`config.mk`:
```
export PLATFORM = sky130hd
export DESIGN_NAME = gesture_command_scheduler
export DESIGN_NICKNAME = d
export VERILOG_FILES = /design/src/rtl/gesture_command_scheduler.sv
export SDC_FILE = /design/constraint.sdc
export NUM_CORES = 1
export LEC_CHECK = 0
export ABC_AREA = 0
export CORE_ASPECT_RATIO = 1.1
export CORE_MARGIN = 10
export CORE_UTILIZATION = 50
export DETAILED_ROUTE_END_ITERATION = 7
export PLACE_DENSITY = 0.79
export SETUP_SLACK_MARGIN = 0.4
export SLEW_MARGIN = 20
export SYNTH_ARGS = -nofsm -noshare
export SYNTH_HDL_FRONTEND = slang
export SYNTH_SLANG_ARGS = --single-unit
```
`constraint.sdc`:
```
create_clock -name clk_in -period 1.8 [get_ports clk_in]
set_input_delay 0.36 -clock clk_in [delete_from_list [all_inputs] [get_ports clk_in]]
set_output_delay 0.36 -clock clk_in [all_outputs]
set_load 0.05 [all_outputs]
```
`src/rtl/gesture_command_scheduler.sv`:
```
`default_nettype none
// ============================================================================
// Module   : gesture_command_scheduler
// Brief    : Qualifies classifier gestures, arbitrates them against the button
//            pad and releases frame-aligned, rate-limited decoder commands.
// Revision : 1.0 - initial release
// ============================================================================
module gesture_command_scheduler #(
    parameter int STABLE_COUNT   = 4,
    parameter int HOLDOFF_FRAMES = 2
) (
    input  logic       clk_in,
    input  logic       rst_n_in,
    input  logic       enable_in,
    input  logic       gest_valid_in,
    input  logic [3:0] gest_code_in,
    input  logic       btn_valid_in,
    input  logic [3:0] btn_code_in,
    input  logic       frame_start_in,
    output logic       cmd_valid_out,
    output logic [3:0] cmd_out,
    output logic       busy_out,
    output logic       source_out
);

    localparam int              c_SW          = $clog2(STABLE_COUNT + 1);
    localparam int              c_HW          = (HOLDOFF_FRAMES > 0) ? $clog2(HOLDOFF_FRAMES + 1) : 1;
    localparam logic [c_SW-1:0] c_STAB_MAX    = c_SW'(STABLE_COUNT);
    localparam logic [c_SW-1:0] c_STAB_ONE    = c_SW'(1);
    localparam logic [c_HW-1:0] c_HOLD_INIT   = c_HW'(HOLDOFF_FRAMES);
    localparam logic [c_HW-1:0] c_HOLD_ONE    = c_HW'(1);
    localparam logic [3:0]      c_CODE_FILTER = 4'd5;

    typedef enum logic [1:0] {
        S_IDLE       = 2'd0,
        S_WAIT_FRAME = 2'd1,
        S_ISSUE      = 2'd2,
        S_HOLDOFF    = 2'd3
    } state_t;

    state_t          r_state;
    logic [3:0]      r_cand_code;
    logic [c_SW-1:0] r_stab_cnt;
    logic [3:0]      r_btn_code_q;
    logic [3:0]      r_pend_code;
    logic [c_HW-1:0] r_hold_cnt;
    logic            r_fm_lock;

    logic w_cand_cmd;
    logic w_btn_cmd;
    logic w_gest_qual;
    logic w_gest_req;
    logic w_btn_req;
    logic w_fm_src;

    assign w_cand_cmd  = (r_cand_code >= 4'd1) && (r_cand_code <= 4'd5);
    assign w_btn_cmd   = (r_btn_code_q >= 4'd1) && (r_btn_code_q <= 4'd5);
    assign w_gest_qual = (r_stab_cnt == c_STAB_MAX) && w_cand_cmd;
    assign w_gest_req  = w_gest_qual && !(r_fm_lock && (r_cand_code == c_CODE_FILTER));
    assign w_btn_req   = w_btn_cmd && !(r_fm_lock && (r_btn_code_q == c_CODE_FILTER));
    // Filter source still asserted: keeps the one-shot lock armed until release.
    assign w_fm_src    = (w_gest_qual && (r_cand_code == c_CODE_FILTER)) ||
                         (r_btn_code_q == c_CODE_FILTER);

    // Qualifier and button register run regardless of FSM state or enable.
    always_ff @(posedge clk_in) begin
        if (!rst_n_in) begin
            r_cand_code  <= 4'd0;
            r_stab_cnt   <= '0;
            r_btn_code_q <= 4'd0;
        end else begin
            if (gest_valid_in) begin
                if (gest_code_in == r_cand_code) begin
                    if (r_stab_cnt != c_STAB_MAX) begin
                        r_stab_cnt <= r_stab_cnt + c_STAB_ONE;
                    end
                end else begin
                    r_cand_code <= gest_code_in;
                    r_stab_cnt  <= c_STAB_ONE;
                end
            end
            if (btn_valid_in) begin
                r_btn_code_q <= btn_code_in;
            end
        end
    end

    always_ff @(posedge clk_in) begin
        if (!rst_n_in) begin
            r_state       <= S_IDLE;
            r_pend_code   <= 4'd0;
            r_hold_cnt    <= '0;
            r_fm_lock     <= 1'b0;
            cmd_valid_out <= 1'b0;
            cmd_out       <= 4'd0;
            busy_out      <= 1'b0;
            source_out    <= 1'b0;
        end else begin
            cmd_valid_out <= 1'b0;

            if ((r_state == S_ISSUE) && (r_pend_code == c_CODE_FILTER)) begin
                r_fm_lock <= 1'b1;
            end else if (!w_fm_src) begin
                r_fm_lock <= 1'b0;
            end

            case (r_state)
                S_IDLE: begin
                    if (enable_in && (w_btn_req || w_gest_req)) begin
                        r_pend_code <= w_btn_req ? r_btn_code_q : r_cand_code;
                        source_out  <= w_btn_req;
                        busy_out    <= 1'b1;
                        r_state     <= S_WAIT_FRAME;
                    end
                end
                S_WAIT_FRAME: begin
                    if (!enable_in) begin
                        busy_out <= 1'b0;
                        r_state  <= S_IDLE;
                    end else if (frame_start_in) begin
                        cmd_valid_out <= 1'b1;
                        cmd_out       <= r_pend_code;
                        r_state       <= S_ISSUE;
                    end
                end
                S_ISSUE: begin
                    r_hold_cnt <= c_HOLD_INIT;
                    if (HOLDOFF_FRAMES == 0) begin
                        busy_out <= 1'b0;
                        r_state  <= S_IDLE;
                    end else begin
                        r_state  <= S_HOLDOFF;
                    end
                end
                S_HOLDOFF: begin
                    if (frame_start_in) begin
                        r_hold_cnt <= r_hold_cnt - c_HOLD_ONE;
                        if (r_hold_cnt <= c_HOLD_ONE) begin
                            busy_out <= 1'b0;
                            r_state  <= S_IDLE;
                        end
                    end
                end
                default: begin
                    busy_out <= 1'b0;
                    r_state  <= S_IDLE;
                end
            endcase
        end
    end

endmodule
`default_nettype wire

```
==> Word-level counts from Yosys, hierarchy flattened <==
Index checks and enable logic that the tools add are counted.
{ "word_totals": {"elab_cells": 79, "reg_bits": 27} }
{ "op_classes": {"n_addsub": 2, "bitwise_logic": 1, "n_eq_ne": 16, "reduce_logical": 25, "muxes": 19, "order_cmp": 5} }
{ "op_table": {"columns": ["operator", "n"], "rows": [
  ["4-bit by 3-bit == test with 1-bit output, second input constant", 3],
  ["2-bit 2-to-1 mux", 6],
  ["1-bit logical AND", 10],
  ["4-bit by 1-bit greater-or-equal comparator with 1-bit output, second input constant", 2],
  ["4-bit by 3-bit less-or-equal comparator with 1-bit output, second input constant", 2],
  ["2-bit != test, second input constant", 4],
  ["2-bit case mux with 4 select lines", 1],
  ["2-bit AND reduction", 4],
  ["1-bit 2-to-1 mux", 7],
  ["3-bit 2-to-1 mux", 2],
  ["3-bit != test, second input constant", 2],
  ["3-bit AND reduction", 2],
  ["5-bit AND reduction", 1],
  ["2-bit == test, second input constant", 2],
  ["4-bit == test", 1],
  ["4-bit 2-to-1 mux", 1],
  ["2-bit by 1-bit != test with 1-bit output, second input constant", 2],
  ["2-bit case mux with 2 select lines", 1],
  ["4-bit AND reduction", 1],
  ["3-bit by 1-bit adder with 3-bit output, second input constant", 1],
  ["3-bit == test, second input constant", 1],
  ["1-bit case mux with 3 select lines", 1],
  ["3-bit nonzero test", 1],
  ["2-bit by 1-bit == test with 1-bit output, second input constant", 1],
  ["other kinds (7)", 9]
]} }

==> Depth between registers and ports, before layout <==
Gate-level depths: netlist (run 1).
{ "depth": {"depth_word": 8, "ltp_mapped": 6} }

==> Worst setup path after synthesis (run 1) <==
Ideal clock, no wire load.
{ "synth_path": {"path_type": "reg2reg", "from": "reg r_stab_cnt[0]", "to": "reg r_pend_code[0]", "path_stages_with_launch": 7, "arrival_time_ns": 1.362, "path_buffers": 0, "t_required_ns": 1.728, "slack_ns": 0.366, "synth_period_minus_slack_ns": 1.434, "cell_sequence": "dfxtp_1 inv_1 ha_1 and3b_1 and4_4 o2111ai_4 mux2i_1"} }
{ "synth_via": {"elab_chain_len": 6} }
{ "synth_lines": {"columns": ["item", "line", "rtl"], "rows": [
  ["from (decl)", "43", "logic [c_SW-1:0] r_stab_cnt;"],
  ["from (signal assigned)", "75", "r_stab_cnt <= r_stab_cnt + c_STAB_ONE;"],
  ["from (signal assigned)", "79", "r_stab_cnt <= c_STAB_ONE;"],
  ["3-bit == test", "58", "assign w_gest_qual = (r_stab_cnt == c_STAB_MAX) && w_cand_cmd;"],
  ["1-bit logical AND", "58", null],
  ["1-bit logical AND", "59", "assign w_gest_req = w_gest_qual && !(r_fm_lock && (r_cand_code == c_CODE_FILTER));"],
  ["1-bit logical OR", "109", "if (enable_in && (w_btn_req || w_gest_req)) begin"],
  ["1-bit logical AND", "109", null],
  ["2-bit AND reduction (no line)", null, null],
  ["to (signal assigned)", "110", "r_pend_code <= w_btn_req ? r_btn_code_q : r_cand_code;"],
  ["to (decl)", "45", "logic [3:0] r_pend_code;"]
]} }
Every way passes these cells.
A chain may end at the register's enable or synchronous reset.

==> Worst setup path after layout (run 1) <==
{ "layout_path": {"from": "reg r_cand_code[0]", "to": "reg r_pend_code[1]"} }
{ "layout_via": {"elab_chain_len": 7, "elab_cells_between_ends": 11} }
{ "layout_lines": {"columns": ["item", "line", "rtl"], "rows": [
  ["from (decl)", "42", "logic [3:0] r_cand_code;"],
  ["from (signal assigned)", "78", "r_cand_code <= gest_code_in;"],
  ["4-bit by 1-bit greater-or-equal comparator with 1-bit output (tied with other cells)", "56", "assign w_cand_cmd = (r_cand_code >= 4'd1) && (r_cand_code <= 4'd5);"],
  ["1-bit logical AND (on tied branches)", "56, 59", null],
  ["1-bit logical AND or 1-bit zero test (tied branches)", "58, 59", null],
  ["1-bit logical AND (*)", "59", null],
  ["1-bit logical OR (*)", "109", null],
  ["1-bit logical AND (*)", "109", null],
  ["2-bit AND reduction (no line) (*)", null, null]
]} }
Mark *: on every way between the ends. The rest lies on a longest branch, timed or not.

==> results of run 1 <==
kinds of logic after synthesis:
family	Yosys count
and+or+nand+nor	50
AOI/OAI and AO/OA	30
DFF	27
muxes	17
buffers and inverters	16
xor gates and xnor gates	4
adders and majority gates	3
metal layers:
metal | vias to the layer above | share of wire [%] | wire (um)
li1 | 574 | - | -
met1 | 532 | 43 | 1260
met2 | 35 | 52 | 1540
met3 | 5 | 3.5 | 104
met4 | 0 | 1.4 | 41
met5 | - | 0 | 0
placed cells by master (no fill, tap or decap), drive strengths merged, types with 2 or more instances in the layout:
cell,synthesis,layout
o31ai,4,4
and3,2,2
nand2,13,13
inv,7,7
mux2i,17,17
o21ai,4,4
dfxtp,27,27
clkdlybuf4s50,0,13
a211oi,3,3
ha,3,3
nor3,5,5
nand4,2,2
buf,4,17
a21oi,7,7
clkinvlp,0,2
nor2b,2,2
clkbuf,4,3
a21o,2,2
a31o,2,2
xnor2,4,4
nor2,17,17
worst min-delay path, delay by kind of cell, from the launching register on:
kind          cells  cell delay (ps)
mux               1               50
flops             1              340
simple gates      1               50
where the power goes:
group / internal (uW) / switching (uW)
sequential: 618 / 24.7
combinational: 108 / 104
clock: 85.2 / 185
state kept, by name, summed over array words and instances, names as in the netlist, named ones only:
name           flops
busy_out           1
cmd_out            4
cmd_valid_out      1
r_btn_code_q       4
r_cand_code        4
r_fm_lock          1
r_hold_cnt         2
r_pend_code        4
r_stab_cnt         3
r_state            1
source_out         1
synth_stat cells, types with 3 or more instances:
cell and instances:
clkbuf_1 4, ha_1 3, o31ai_1 4, mux2i_1 17
buf_2 3, nor3_1 5, xnor2_1 4, o21ai_0 4
a21oi_1 7, nand2_1 13, inv_1 7, dfxtp_1 27
nor2_1 17
stage by stage:
step           std cells  cell area (um2)  utilization, %
2_1_floorplan        147             1340               -
3_5_place_dp         195             1560            61.9
4_1_cts              203             1640            65.2
5_1_grt              204             1680            66.8
6_report             204             1680            66.8
3_3_place_gp         195             1560            61.9
layout make-up:
type                            instances  area [um2]  share of cell area [%]
Clock inverter                          1        7.51                   0.446
Multi-Input combinational cell        104         762                    45.2
Tap cell                               31        38.8                    2.30
Sequential cell                        27         562                    33.4
Inverter                                8        33.8                    2.01
Timing Repair Buffer                   30         258                    15.3
Clock buffer                            3        22.5                    1.34
worst max path at each step:
stage,cells past startpoint,startpoint,to
global placement,5,gest_code_in[2],r_stab_cnt[2]$_SDFFE_PN0P_
CTS,4,r_cand_code[1]$_SDFFE_PN0P_,r_pend_code[1]$_SDFFE_PN0P_
detailed placement,5,gest_code_in[1],r_stab_cnt[2]$_SDFFE_PN0P_
global route,4,r_cand_code[0]$_SDFFE_PN0P_,r_pend_code[1]$_SDFFE_PN0P_
finish,4,r_cand_code[0]$_SDFFE_PN0P_,r_pend_code[1]$_SDFFE_PN0P_
floorplan,6,r_stab_cnt[0]$_SDFFE_PN0P_,r_pend_code[0]$_SDFFE_PN0P_
what timing repair did:
item,4_1_cts,5_1_grt
endpoints found under the setup margin,9,15
endpoints found under the hold margin,0,0
gates resized for setup,8,11
gates cloned,0,0
hold buffers,0,0
setup buffers,4,1
pin swaps,6,6
==> results.toml, run 1 <==
[setup_path]
critical_path_peak_fanout = 6
critPathTopFamily = "simple AND/OR/NAND/NOR gates"
worstPathCellList = "or3_1 -> and4_4 -> o2111ai_4 -> mux2i_1"
cp_num_buf_inv = 0
rr_endpoint = "r_pend_code[1]$_SDFFE_PN0P_"
critical_path.max_stage_delay_ps = 370
cp-start-kind = "flop"
end_kind = "flop"
crit_type = "reg -> reg"
crit_required_ps = 2080
rr_startpoint = "r_cand_code[0]$_SDFFE_PN0P_"
reg2reg_depth = 4
worstPathArrival_ps = 1770
r2r_setup_slack_ps = 310
cp_slowest_cell = "dfxtp_4"

[cts]
root_buffer = "clkbuf_4"
clk_transition_reported_paths_ps = 150
htreeDepth = 1
tritoncts = "built"
clock_latency_ps = 340
clockBufferDepth = 2
cts_buffers = 3
clock_sinks = 27

[detailed_routing]
wire_per_inst_um = 14.5
wl_um = 2950
ant_nets = 0
via_per_inst = 5.62
drcViolationCount = 0
vias = 1146
firstDrtPassIters = 4
initialDrtViolationCount = 93

[global_route]
use_met3_pct = 2.26
grt_pass1_vias = 1127
grt_busiest_layer = "met2"
grt.met2_usage_pct = 22.0
grt_overflow = 0
grtUsageMet1_pct = 11.9
grt_usage_pct = 11.4
grt_pass1_wl_um = 4950
grt_max_degree = 17
antenna_found_initial = 0

[yosys]
yosys_warnings = 0
synth_edf_count = 0
synth_compound_area_share_pct = 17.7
synth_top_family_by_area = "simple AND/OR/NAND/NOR gates"
synth_seq_area_share_pct = 40.7
synth.top_cell.area_share_pct = 40.7
synth-seq-cells = 27
avgSynthCellArea_um2 = 9.04
yosys.area_share.adder_pct = 2.82
synth_top_cell_by_area = "dfxtp_1"
syn_inst = 147
synth_area_leaders = "dfxtp_1, mux2i_1, nor2_1"
synth.cell_area_um2 = 1330
synthXorXnorAreaFrac_pct = 2.64
syn-num-nets = 164
synth_mux_area_share_pct = 12.8
yosysUniqueCellTypes = 39
synthSimpleGateAreaFrac_pct = 18.5
synth_flop_cell = "dfxtp_1"
async_reset_ff_share_pct = 0

[sta]
post-route-period-util_pct = 82.8
max_freq_mhz = 671
timing.hold.ws_ps = 470
fin_setup_tns_ps = 0
slew_violations = 0
hold_viol_final = 0
fin_ws_ps = 309
layout_min_cycle_time_ps = 1490
rsz0062_at_grt = "true"
setup_viol = 0
worst_pin_slew_ps = 436
slew_headroom_pct = 70.9
skew_ps = 13.1

[run]
maxCapViolCount = 0

[floorplan]
rows = 19
initial_core_util_pct = 52.7
ios = 21
core_um2 = 2520
die_h_um = 74.1
die-width_um = 69.2
fp.dieArea_um2 = 5120

[final_layout]
fin_nets = 191
synthToLayoutAreaGrowth_pct = 26.7
fillers = 224
drive_gt1_share_pct = 25.4
diodes = 0

[run_status]
run_status = "finished, final reports clean"

[min_path]
hp-start = "source_out$_SDFFE_PN0P_"
min_to = "source_out$_SDFFE_PN0P_"
hold_depth = 2
hold_path_class = "reg -> reg"

[power_and_ir_drop]
peakVddDrop_mv = 0.523
p_per_area_nw_per_um2 = 668
total_power_uw = 1120
p_leak_uw = 0.000707

[placed_design]
post-place-ws_ps = 58.4
dpl.hpwl_um = 2170
place_congestion = 0.761
port_buffers = 20
Note: power is estimated with default switching activity, not from simulation.
==> inputs of run 2 (changes only) <==
Clock period 1.8 ns to 1.4 ns, I/O delays scaled along.
==> run 2 against run 1 <==
Compared with the run above: the flow now finishes with violations (setup timing); critical path depth grew 2; highest routed layer unchanged; largest cell class unchanged; cell area grew 21%; clock-buffer cell count is the same; global-route usage grew 1.9 points.
==> results.toml, run 2 (same netlist as run 1, synthesis figures left out) <==
[detailed_routing]
wire_per_inst_um = 17.3
drcViolationCount = 0
initialDrtViolationCount = 62
via_per_inst = 5.84
wl_um = 3860
vias = 1303
firstDrtPassIters = 6
ant_nets = 0

[sta]
worst_pin_slew_ps = 313
post-route-period-util_pct = 108
hold_viol_final = 0
max_freq_mhz = 663
layout_min_cycle_time_ps = 1510
skew_ps = 6.14
slew_headroom_pct = 79.1
setup_viol = 7
fin_setup_tns_ps = -470
fin_ws_ps = -108
rsz0062_at_grt = "true"
slew_violations = 0
timing.hold.ws_ps = 276

[min_path]
min_to = "r_stab_cnt[0]$_SDFFE_PN0P_"
hold_path_class = "in -> reg"
hp-start = "rst_n_in"
hold_depth = 3

[floorplan]
initial_core_util_pct = 52.7
rows = 19
die-width_um = 69.2
fp.dieArea_um2 = 5120
core_um2 = 2520
ios = 21
die_h_um = 74.1

[cts]
cts_buffers = 3
clock_latency_ps = 330
clock_sinks = 27
clk_transition_reported_paths_ps = 150
clockBufferDepth = 2
root_buffer = "clkbuf_4"
htreeDepth = 1
tritoncts = "built"

[final_layout]
synthToLayoutAreaGrowth_pct = 53.4
drive_gt1_share_pct = 42.7
postLayoutCellArea_um2 = 2040
diodes = 0
final_cells = 223
mostFrequentLayoutCells = "buf_4, mux2i_1, nor2_1"
mostFrequentLayoutCell = "buf_4"
fin_nets = 210

[placed_design]
place_congestion = 0.812
placed_area_um2 = 1810
port_buffers = 20
dp.cells = 210
dpl.hpwl_um = 2510

[global_route]
grt_pass1_vias = 1299
grt_max_degree = 17
grt.met2_usage_pct = 25.9
grtUsageMet1_pct = 14.2
use_met3_pct = 2.53
grt_overflow = 0
grt_busiest_layer = "met2"
grt_usage_pct = 13.3
grt_pass1_wl_um = 5870
antenna_found_initial = 0

[setup_path]
crit_type = "reg -> reg"
rr_startpoint = "r_stab_cnt[0]$_SDFFE_PN0P_"
cp_num_buf_inv = 1
reg2reg_depth = 6
crit_required_ps = 1670
critical_path_peak_fanout = 6
worstPathArrival_ps = 1770
cp-start-kind = "flop"
critical_path.max_stage_delay_ps = 370
end_kind = "flop"
cp_slowest_cell = "dfxtp_2"
critPathTopFamily = "flip-flops"
rr_endpoint = "source_out$_SDFFE_PN0P_"
worstPathCellList = "inv_2 -> ha_4 -> and3b_1 -> and4_4 -> o2111ai_4 -> mux2i_1"
r2r_setup_slack_ps = -110

[power_and_ir_drop]
p_leak_uw = 0.000881
peakVddDrop_mv = 0.821
p_per_area_nw_per_um2 = 767

[run]
maxCapViolCount = 0

[run_status]
run_status = "finished with violations"
violations = "setup timing"
[run 2: report_power, final]
part / switching (uW) / leakage [uW] / internal (uW) / total (uW)
Clock: 242 / 0.0000139 / 109 / 352
Sequential: 36.2 / 0.000227 / 801 / 838
Combinational: 173 / 0.000640 / 202 / 375
[run 2: metal layers]
metal  vias up  routed length [um]
met1       636                1490
met3        14                 186
met5         -                   0
li1        607                   -
met2        46                2070
met4         0                 106
[run 2: worst max-delay path by stage]
stage                                 start                           to  slack (ps)  cells past startpoint
2_1_floorplan    r_stab_cnt[1]$_SDFFE_PN0P_  r_pend_code[0]$_SDFFE_PN0P_          20                      6
3_3_place_gp                gest_code_in[2]   r_stab_cnt[2]$_SDFFE_PN0P_        -170                      5
3_5_place_dp                gest_code_in[2]   r_stab_cnt[2]$_SDFFE_PN0P_        -250                      5
4_1_cts          r_stab_cnt[0]$_SDFFE_PN0P_  r_pend_code[2]$_SDFFE_PN0P_         -90                      6
5_1_grt        r_btn_code_q[2]$_SDFFE_PN0P_  r_pend_code[2]$_SDFFE_PN0P_        -150                      5
6_report         r_stab_cnt[0]$_SDFFE_PN0P_      source_out$_SDFFE_PN0P_        -110                      6
[run 2: what timing repair did]
action,4_1_cts,5_1_grt
hold buffers,0,0
gates resized for setup,21,12
endpoints found under the setup margin,26,33
setup buffers,6,3
cloned,0,0
hold endpoints to repair,0,0
pin swaps,10,9
[run 2: layout make-up]
cell class	count	area (um2)
inverters	8	37.5
flip-flops and latches	27	561
multi-input cells	104	866
clock inverters	1	7.51
repair buffers	49	505
clock buffers	3	22.5
well taps	31	38.8
fillers	147	482
[run 2: stage by stage]
stage	setup slack (ps)	util, %	power (uW)
6_report	-108	80.9	1560
4_1_cts	-92.3	77.6	1520
3_3_place_gp	-167	71.8	1140
3_5_place_dp	-250	71.8	1150
2_1_floorplan	20.6	-	1010
5_1_grt	-153	80.9	1640
[run 2: tightest hold or removal path: cells and delay by family]
kind	cells	cell delay [ps]
AO/OA/AOI/OAI	2	120
buffers and inverters	1	180
